## src/rtl/bus_xfer_sequencer_if.sv

```systemverilog
// ----------------------------------------------------------------------------
// bus_xfer_sequencer_if
// Groups the request handshake and the bus-control outputs of the transfer
// sequencer.
//   master : requester side; drives req_valid/req_src/req_dst and observes
//            the rest.
//   slave  : sequencer side; accepts requests and drives req_ready,
//            bus_out_sel, load_en, busy, done and err.
// Signals:
//   req_valid / req_ready  : request handshake (accept on valid && ready)
//   req_src / req_dst      : 5-bit bus source / destination indices
//   bus_out_sel            : one-hot bus source select
//   load_en                : one-hot destination load enable
//   busy                   : transfer in flight or requests pending
//   done                   : one-cycle pulse per completed transfer
//   err                    : one-cycle pulse per rejected (out-of-range) request
// ----------------------------------------------------------------------------
interface bus_xfer_sequencer_if;
  logic        req_valid;
  logic        req_ready;
  logic [4:0]  req_src;
  logic [4:0]  req_dst;
  logic [31:0] bus_out_sel;
  logic [31:0] load_en;
  logic        busy;
  logic        done;
  logic        err;

  modport master (
    output req_valid, req_src, req_dst,
    input  req_ready, bus_out_sel, load_en, busy, done, err
  );

  modport slave (
    input  req_valid, req_src, req_dst,
    output req_ready, bus_out_sel, load_en, busy, done, err
  );
endinterface

```

## src/rtl/bus_xfer_sequencer.sv

```systemverilog
// ----------------------------------------------------------------------------
// bus_xfer_sequencer
// Sequences register transfers for the datapath bus multiplexer. Requests
// {src, dst} are buffered in a DEPTH-entry FIFO. Each transfer drives the
// one-hot source select for two cycles (DRIVE, LOAD) and pulses the one-hot
// destination load enable during the second cycle, so the destination
// captures a settled bus value on the edge that ends LOAD. Back-to-back
// transfers run at one per two cycles with no idle gap on the bus.
// Ports:
//   clock : rising-edge clock
//   clear : asynchronous active-low reset
//   bus   : bus_xfer_sequencer_if.slave (request handshake + bus controls)
// Parameters:
//   DEPTH : FIFO depth, power of two, >= 2
//   NSRC  : number of legal source/destination indices (0..NSRC-1)
// ----------------------------------------------------------------------------
module bus_xfer_sequencer #(
  parameter int DEPTH = 4,
  parameter int NSRC  = 24
) (
  input  logic                  clock,
  input  logic                  clear,
  bus_xfer_sequencer_if.slave   bus
);

  localparam int PW = $clog2(DEPTH);
  localparam int CW = PW + 1;
  localparam logic [CW-1:0] FULL_CNT = CW'(DEPTH);
  // One extra bit so an NSRC of 32 still compares correctly.
  localparam logic [5:0]    NSRC_LIM = 6'(NSRC);

  typedef enum logic [1:0] {
    ST_IDLE  = 2'd0,
    ST_DRIVE = 2'd1,
    ST_LOAD  = 2'd2
  } state_t;

  state_t          state_q, state_d;
  logic [9:0]      mem_q [DEPTH];
  logic [9:0]      mem_d [DEPTH];
  logic [PW-1:0]   wr_ptr_q, wr_ptr_d;
  logic [PW-1:0]   rd_ptr_q, rd_ptr_d;
  logic [CW-1:0]   count_q, count_d;
  logic [4:0]      cur_dst_q, cur_dst_d;
  logic [31:0]     bus_sel_q, bus_sel_d;
  logic [31:0]     load_en_q, load_en_d;
  logic            done_q, done_d;
  logic            err_q, err_d;

  logic            ready_s;
  logic            accept_s;
  logic            idx_bad_s;
  logic            push_s;
  logic            pop_s;
  logic            fifo_nonempty_s;
  logic [4:0]      head_src_s;
  logic [4:0]      head_dst_s;

  function automatic logic [31:0] onehot32(input logic [4:0] idx);
    onehot32 = 32'd1 << idx;
  endfunction

  // Handshake, index check and FIFO head decode.
  assign fifo_nonempty_s = (count_q != {CW{1'b0}});
  assign ready_s         = (count_q != FULL_CNT);
  assign accept_s        = bus.req_valid && ready_s;
  assign idx_bad_s       = ({1'b0, bus.req_src} >= NSRC_LIM) ||
                           ({1'b0, bus.req_dst} >= NSRC_LIM);
  // Out-of-range requests complete the handshake but are never queued.
  assign push_s          = accept_s && !idx_bad_s;
  assign head_src_s      = mem_q[rd_ptr_q][9:5];
  assign head_dst_s      = mem_q[rd_ptr_q][4:0];

  assign bus.req_ready   = ready_s;
  assign bus.bus_out_sel = bus_sel_q;
  assign bus.load_en     = load_en_q;
  assign bus.done        = done_q;
  assign bus.err         = err_q;
  assign bus.busy        = (state_q != ST_IDLE) || fifo_nonempty_s;

  // Transfer FSM next-state and next-output decode; also decides the pop.
  always_comb begin
    state_d   = state_q;
    bus_sel_d = bus_sel_q;
    load_en_d = 32'd0;
    cur_dst_d = cur_dst_q;
    done_d    = 1'b0;
    pop_s     = 1'b0;
    case (state_q)
      ST_IDLE: begin
        if (fifo_nonempty_s) begin
          pop_s     = 1'b1;
          bus_sel_d = onehot32(head_src_s);
          cur_dst_d = head_dst_s;
          state_d   = ST_DRIVE;
        end else begin
          bus_sel_d = 32'd0;
        end
      end
      ST_DRIVE: begin
        load_en_d = onehot32(cur_dst_q);
        state_d   = ST_LOAD;
      end
      ST_LOAD: begin
        done_d = 1'b1;
        // Pop decision uses the registered count, so an entry pushed on
        // this same edge waits for the following edge.
        if (fifo_nonempty_s) begin
          pop_s     = 1'b1;
          bus_sel_d = onehot32(head_src_s);
          cur_dst_d = head_dst_s;
          state_d   = ST_DRIVE;
        end else begin
          bus_sel_d = 32'd0;
          state_d   = ST_IDLE;
        end
      end
      default: begin
        bus_sel_d = 32'd0;
        state_d   = ST_IDLE;
      end
    endcase
  end

  // FIFO storage, pointers and occupancy count.
  always_comb begin
    mem_d    = mem_q;
    wr_ptr_d = wr_ptr_q;
    rd_ptr_d = rd_ptr_q;
    count_d  = count_q;
    err_d    = accept_s && idx_bad_s;
    if (push_s) begin
      mem_d[wr_ptr_q] = {bus.req_src, bus.req_dst};
      wr_ptr_d        = wr_ptr_q + PW'(1);
    end else begin
      wr_ptr_d = wr_ptr_q;
    end
    if (pop_s) begin
      rd_ptr_d = rd_ptr_q + PW'(1);
    end else begin
      rd_ptr_d = rd_ptr_q;
    end
    case ({push_s, pop_s})
      2'b10:   count_d = count_q + CW'(1);
      2'b01:   count_d = count_q - CW'(1);
      default: count_d = count_q;
    endcase
  end

  // All state; clear drops any in-flight transfer and its pending pulses.
  always_ff @(posedge clock or negedge clear) begin
    if (!clear) begin
      state_q   <= ST_IDLE;
      for (int i = 0; i < DEPTH; i++) begin
        mem_q[i] <= 10'd0;
      end
      wr_ptr_q  <= {PW{1'b0}};
      rd_ptr_q  <= {PW{1'b0}};
      count_q   <= {CW{1'b0}};
      cur_dst_q <= 5'd0;
      bus_sel_q <= 32'd0;
      load_en_q <= 32'd0;
      done_q    <= 1'b0;
      err_q     <= 1'b0;
    end else begin
      state_q   <= state_d;
      mem_q     <= mem_d;
      wr_ptr_q  <= wr_ptr_d;
      rd_ptr_q  <= rd_ptr_d;
      count_q   <= count_d;
      cur_dst_q <= cur_dst_d;
      bus_sel_q <= bus_sel_d;
      load_en_q <= load_en_d;
      done_q    <= done_d;
      err_q     <= err_d;
    end
  end

endmodule

```

## src/flat_wrapper.sv

```systemverilog
// flat-port wrapper written by rule: the top's interface ports become plain ports
module bus_xfer_sequencer_flat 
#(
  parameter int DEPTH = 4,
  parameter int NSRC  = 24
)
  (clock, clear, bus_req_valid, bus_req_src, bus_req_dst, bus_req_ready, bus_bus_out_sel, bus_load_en, bus_busy, bus_done, bus_err);
  bus_xfer_sequencer_if bus_i ();
  input  logic clock;
  input  logic clear;
  input wire logic [$bits(bus_i.req_valid)-1:0] bus_req_valid;
  input wire logic [$bits(bus_i.req_src)-1:0] bus_req_src;
  input wire logic [$bits(bus_i.req_dst)-1:0] bus_req_dst;
  output wire logic [$bits(bus_i.req_ready)-1:0] bus_req_ready;
  output wire logic [$bits(bus_i.bus_out_sel)-1:0] bus_bus_out_sel;
  output wire logic [$bits(bus_i.load_en)-1:0] bus_load_en;
  output wire logic [$bits(bus_i.busy)-1:0] bus_busy;
  output wire logic [$bits(bus_i.done)-1:0] bus_done;
  output wire logic [$bits(bus_i.err)-1:0] bus_err;
  assign bus_i.req_valid = bus_req_valid;
  assign bus_i.req_src = bus_req_src;
  assign bus_i.req_dst = bus_req_dst;
  assign bus_req_ready = bus_i.req_ready;
  assign bus_bus_out_sel = bus_i.bus_out_sel;
  assign bus_load_en = bus_i.load_en;
  assign bus_busy = bus_i.busy;
  assign bus_done = bus_i.done;
  assign bus_err = bus_i.err;
  bus_xfer_sequencer #(.DEPTH(DEPTH), .NSRC(NSRC)) u_core (.clock(clock), .clear(clear), .bus(bus_i));
endmodule
```

## config.mk

```make
export PLATFORM = sky130hd
export DESIGN_NAME = bus_xfer_sequencer_flat
export DESIGN_NICKNAME = d
export VERILOG_FILES = /design/src/rtl/bus_xfer_sequencer_if.sv /design/src/rtl/bus_xfer_sequencer.sv /design/src/flat_wrapper.sv
export SDC_FILE = /design/constraint.sdc
export NUM_CORES = 1
export LEC_CHECK = 0
export ABC_AREA = 1
export BUFFER_PORTS_ARGS = -buffer_cell sky130_fd_sc_hd__buf_4
export CORE_ASPECT_RATIO = 0.5
export CORE_MARGIN = 4
export CORE_UTILIZATION = 50
export DETAILED_ROUTE_END_ITERATION = 7
export PLACE_DENSITY = 0.74
export SETUP_SLACK_MARGIN = 0.1
export SYNTH_ARGS = -nofsm -noshare
export SYNTH_HDL_FRONTEND = slang
export SYNTH_SLANG_ARGS = --single-unit
```

## constraint.sdc

```tcl
create_clock -name clock -period 3.8 [get_ports clock]
set_input_delay 0.38 -clock clock [delete_from_list [all_inputs] [get_ports clock]]
set_output_delay 0.38 -clock clock [all_outputs]
set_load 0.05 [all_outputs]
```

Word-level counts from Yosys, hierarchy flattened
Index checks and enable logic that the tools add are counted.
W data, S select, Z words.

word-level totals
  register bits = 120
  input bits = 13
  output and inout bits = 68
  word-level logic and storage cells = 61

operators by class
  $add $sub $neg = 4
  order comparisons = 5
  eq/ne operators = 6
  shift-type cells = 2
  multiplexer cells = 16
  bitwise operators = 2
  reductions and logical operators = 13

operators with widths
  cell                    count
  $mux W32                2
  $pmux W32 S2            1
  $shl A1 B5 Y32 const A  2
  $bwmux W40              1
  $mux W10                3
  $bmux W10 S2            1
  $demux W10 S2           1
  $ge A5 B5 Y1 const B    2
  $ge A3 B3 Y1 const B    2
  $not A2 Y3              2
  $pmux W2 S3             1
  $pmux W3 S2             1
  $add A2 B1 Y2 const B   2
  $eq A2 B1 Y1 const B    2
  $eq A2 B2 Y1 const B    2
  $logic_and A1 B1 Y1     4
  $mux W1                 4
  $reduce_bool A2 Y1      2
  $add A3 B1 Y3 const B   1
  $lt A3 B1 Y1 const B    1
  $ne A3 B3 Y1 const B    1
  $reduce_bool A3 Y1      1
  $sub A3 B1 Y3 const B   1
  $logic_not A2 Y1        1
  other kinds (6)         7

Logic depth before layout (Yosys ltp)
  depth in word-level cells = 7
  mapped depth = 11
  gate-level depth less buffers = 10

Worst setup path before layout
OpenSTA, ideal clock, no wires.

  path kind = register -> register
  from = reg u_core.count_q[1]
  to = reg u_core.count_q[2]
  library setup time = 0.131 ns
  data arrival time = 2.220 ns
  data required time = 3.669 ns
  slack = 1.449 ns
  cell stages (with the launch flop) = 12
  path buffers = 1
  period minus slack after synthesis = 2.351 ns
  cells stage by stage = dfrtp_1 > inv_1 > nand3_2 > and2_4 > nand2_4 > buf_2 > ha_1 > inv_1 > fa_1 > a21oi_1 > o21ai_0 > xor2_1

between the ends
  cells in the longest elaborated chain, start to end = 5
  elaborated cells on any way between the ends = 12
  those cells by class = add/sub (2); eq/ne (3); mux (3); reduce/logical (4)

ends and longest elaborated chain
  what                                               RTL line                   source
  start: declaration                                 bus_xfer_sequencer.sv:43   logic [CW-1:0] count_q, count_d;
  start signal: assignment                           bus_xfer_sequencer.sv:159  count_q <= {CW{1'b0}};
  start signal: assignment                           bus_xfer_sequencer.sv:170  count_q <= count_d;
  $ne A3 B3 Y1 *                                     bus_xfer_sequencer.sv:65   assign ready_s = (count_q != FULL_CNT);
  via bus_req_ready                                  flat_wrapper.sv:14         output wire logic [$bits(bus_i.req_ready)-1:0] bus_req_ready;
  $logic_and A1 B1 Y1 *                              bus_xfer_sequencer.sv:66   assign accept_s = bus.req_valid && ready_s;
  $logic_and A1 B1 Y1 *                              bus_xfer_sequencer.sv:70   assign push_s = accept_s && !idx_bad_s;
  $eq A2 B1 Y1 or $eq A2 B2 Y1 (tied branches)       bus_xfer_sequencer.sv:143  case ({push_s, pop_s})
  $pmux W3 S2 or $reduce_bool A2 Y1 (tied branches)  n/a

Mark *: on every way through the listed nets, which the timed path passes. The rest lies on a longest branch.
A chain may end at the register's enable or synchronous reset.

Final worst setup path
  from = reg u_core.count_q[1]
  to = reg u_core.count_q[2]

between the ends
  cells in the longest elaborated chain, start to end = 5
  elaborated cells on any way between the ends = 12
  those cells by class = add/sub (2); eq/ne (3); mux (3); reduce/logical (4)

ends and longest elaborated chain
  what                                                RTL line
  $reduce_bool A3 Y1 or $ne A3 B3 Y1 (tied branches)  bus_xfer_sequencer.sv:64, bus_xfer_sequencer.sv:65
  $mux W1 or $logic_and A1 B1 Y1 (tied branches)      bus_xfer_sequencer.sv:91, bus_xfer_sequencer.sv:108, bus_xfer_sequencer.sv:66
  $mux W1 or $logic_and A1 B1 Y1 (tied branches)      n/a
  $eq A2 B1 Y1 or $eq A2 B2 Y1 (tied branches)        bus_xfer_sequencer.sv:143
  $pmux W3 S2 or $reduce_bool A2 Y1 (tied branches)   n/a

Parallel ways exist; a longest one is shown, timed or not.

==> results.ini <==
[status]
outcome = finished, final reports clean

[power_and_ir_drop]
clkPwrFrac = 0.263
p_sw_w = 0.002542
pwr-share-seq = 0.345
power_density_mw_per_mm2 = 893.9
p_total_w = 0.005646
switching_share = 0.4503
leakage_nw = 3.269
vdd_drop_max_mv = 0.4208
p_int_w = 0.003103
p_comb_frac = 0.392

[critical_path]
cpMostUsedCell = inv_1
cp.arrival_ns = 2.52
critPathMaxStageDelay_ns = 0.37
cp_top_family = adder cells
crit_chain = inv_1 > nand3_2 > and2_4 > nand2_4 > ha_1 > inv_1 > fa_1 > a21oi_1 > o21ai_0 > xor2_1
cp.required_ns = 4.09
critical_path_buf_inv_count = 2
cp_max_fo = 36
cp-end-kind = flop
critical_path_class = flop to flop
critPathSlowestCell = dfrtp_1
startpoint_type = flop

[timing]
holdWs_ns = 0.04714
fin_worst_skew_ns = 0.006999
tns_ns = 0
rsz0062_at_grt = no
fin_crit_ns = 2.236
fmax_mhz = 447.3
period_share = 0.5883
finalHoldViolations = 0
tightest_slew_ns = 0.9360
finalSetupViolCount = 0
drv_slew = 0
slew_headroom = 0.3737

[synthesis]
syn_inst = 565
yosysSeqAreaShare = 0.5868
yosysTopAreaCell = dfrtp_1
synth_top_area_frac = 0.5868
synth_area_leaders = dfrtp_1 59%, nand2_1 13%, o21ai_0 4.6%
synthArstFlopShare = 1.000
postSynthAreaPerCell_um2 = 9.057
ys_warn_count = 0
ys_seq_elements = 120
synth_area_mm2 = 0.005117
syn_nets = 584
synthFlopType = dfrtp_1
synth.most_common_cell = nand2_1
synthTopCellsByCount = 172 x nand2_1, 120 x dfrtp_1, 47 x nor2_1, 47 x o21ai_0, 40 x nand3_1
synth-edff-count = 0
synthDistinctLibCells = 33

[run]
max_cap_violations = 0

[global_route]
grt_usage = 0.2167
grt_overflow = 0
first_global_vias = 3950
grt_pass1_wl_um = 20090
antenna_found_initial = 0
grt_max_degree = 61

[min_path]
hold_class = primary input to async pin

[route]
drtAntennaViolNets = 0
drt_iter0_markers = 299
drtPass1Iterations = 5
wl_um = 12040
vias = 4122
wl_per_cell_um = 15.28
viasPerCell = 5.231
post-route-drc-count = 0

[cts]
ctsHtreeMaxLevel = 4
cts_made_buffers = 17
clk_path_buf_depth = 2
path_clk_slew_ns = 0.06
cts_hold_buf = 0
ctsResizeCount = 0
clock-root-buffer = clkbuf_16
cts_tree = built
clk_latency_ns = 0.41
clkSinkCount = 120
post-cts-setup-buffers = 0

[placed_design]
gp_congestion = 0.8192
placed_cells = 756
portBuffers = 80
dp_hpwl_um = 7992

[floorplanning]
fp-row-count = 25
core_mm2 = 0.009697
die_x_um = 151.1
io-pin-count = 81
die_h_um = 79.54
dieArea_mm2 = 0.01202
floorplan.initialDensity = 0.5277

[cells_and_area]
num_antenna_cells = 0
area_growth_pct = 23.42
layout.nets = 659
finalNonFillerCells = 788
drive_gt1_frac = 0.2221

==> cells by family after synthesis <==
kind of cell / share of synthesized area
AND/OR/NAND/NOR: 0.2540
XOR/XNOR: 0.006847
adder cells (fa/ha/maj): 0.01614
AO/OA/AOI/OAI: 0.07922
buffers and inverters: 0.05697
flip-flops: 0.5868
==> power by group through the flow <==
stage / sequential (W) / combinational [W] / clock [W]
after detailed placement: 0.00196 / 0.00219 / 0
final: 0.00195 / 0.00221 / 0.00148
after global routing: 0.00199 / 0.00245 / 0.00157
after CTS: 0.00194 / 0.00221 / 0.00150
after global placement: 0.00195 / 0.00215 / 0
after floorplan: 0.00214 / 0.00147 / 0
==> registers in the layout, indices dropped and copies added, names as in the netlist <==
signal                  cells
u_core.wr_ptr_q             2
u_core.rd_ptr_q             2
u_core.mem_q               40
u_core.bus.err              1
u_core.cur_dst_q            5
u_core.bus.done             1
u_core.count_q              3
u_core.bus.load_en         32
u_core.state_q              2
u_core.bus.bus_out_sel     32
==> path summary, 6_finish.rpt <==
| check | start | to | slack, ns | cells after the start |
|---|---|---|---|---|
| max in group asynchronous | clear | u_core.bus.bus_out_sel[6] | 2.82 | 2 |
| min reg2reg | u_core.state_q[0] | u_core.bus.done | 0.42 | 1 |
| min | clear | u_core.mem_q[32] | 0.05 | 1 |
| max | u_core.count_q[1] | u_core.count_q[2] | 1.56 | 10 |
| min in group clock | bus_req_dst[2] | u_core.mem_q[2] | 0.20 | 3 |
| max reg2reg | u_core.count_q[1] | u_core.count_q[2] | 1.56 | 10 |
==> worst reg2reg max path, delay by kind of cell, from the launching register on <==
| kind | cells | cell delay (ns) |
|---|---|---|
| adder cells (fa/ha/maj) | 2 | 0.59 |
| XOR/XNOR | 1 | 0.15 |
| AND/OR/NAND/NOR | 3 | 0.55 |
| flip-flops | 1 | 0.37 |
| AO/OA/AOI/OAI | 2 | 0.25 |
| buffers and inverters | 2 | 0.19 |
==> per-stage QoR <==
step	area, um2	util	worst slack, ns
after detailed placement	5758	0.5938	1.555
after global placement	5758	0.5938	1.620
after CTS	6316	0.6514	1.546
after global routing	6316	0.6514	1.399
after floorplan	5117	-	1.449
final	6316	0.6514	1.564
==> metal layers <==
layer / part of all wire / vias to the layer above / track usage
met1: 0.48 / 1980 / 0.3157
met5: 0 / - / 0
li1: - / 1977 / -
met3: 0.071 / 18 / 0.05559
met4: 0.013 / 0 / 0.07957
met2: 0.44 / 147 / 0.3139
==> cell type report <==
type | count | area, um2
Tap cell | 135 | 168.9
Sequential cell | 120 | 3003
Timing Repair Buffer | 83 | 623.1
Multi-Input combinational cell | 381 | 1823
Clock buffer | 18 | 439.2
Inverter | 37 | 140.1
Clock inverter | 14 | 118.9
Fill cell | 800 | 3381
==> layout by cell type (no fill, tap or decap), types with 2 or more instances in the layout <==
cell / synthesis / final
clkinv_4: 0 / 4
clkbuf_16: 0 / 17
inv_6: 0 / 4
nand4_1: 16 / 16
nand2_1: 172 / 172
o21ai_0: 47 / 47
nor2_4: 5 / 5
nand3_2: 2 / 2
buf_4: 3 / 83
a21oi_1: 10 / 10
inv_1: 32 / 32
nand3_1: 40 / 40
ha_1: 5 / 5
nor2_1: 47 / 47
inv_2: 3 / 3
xor2_1: 3 / 3
o21ai_1: 7 / 7
clkinvlp_4: 0 / 5
a31oi_1: 4 / 4
nor2_2: 9 / 9
nand2_2: 4 / 4
dfrtp_1: 120 / 120
No activity file was read; power rests on OpenSTA's default activity.
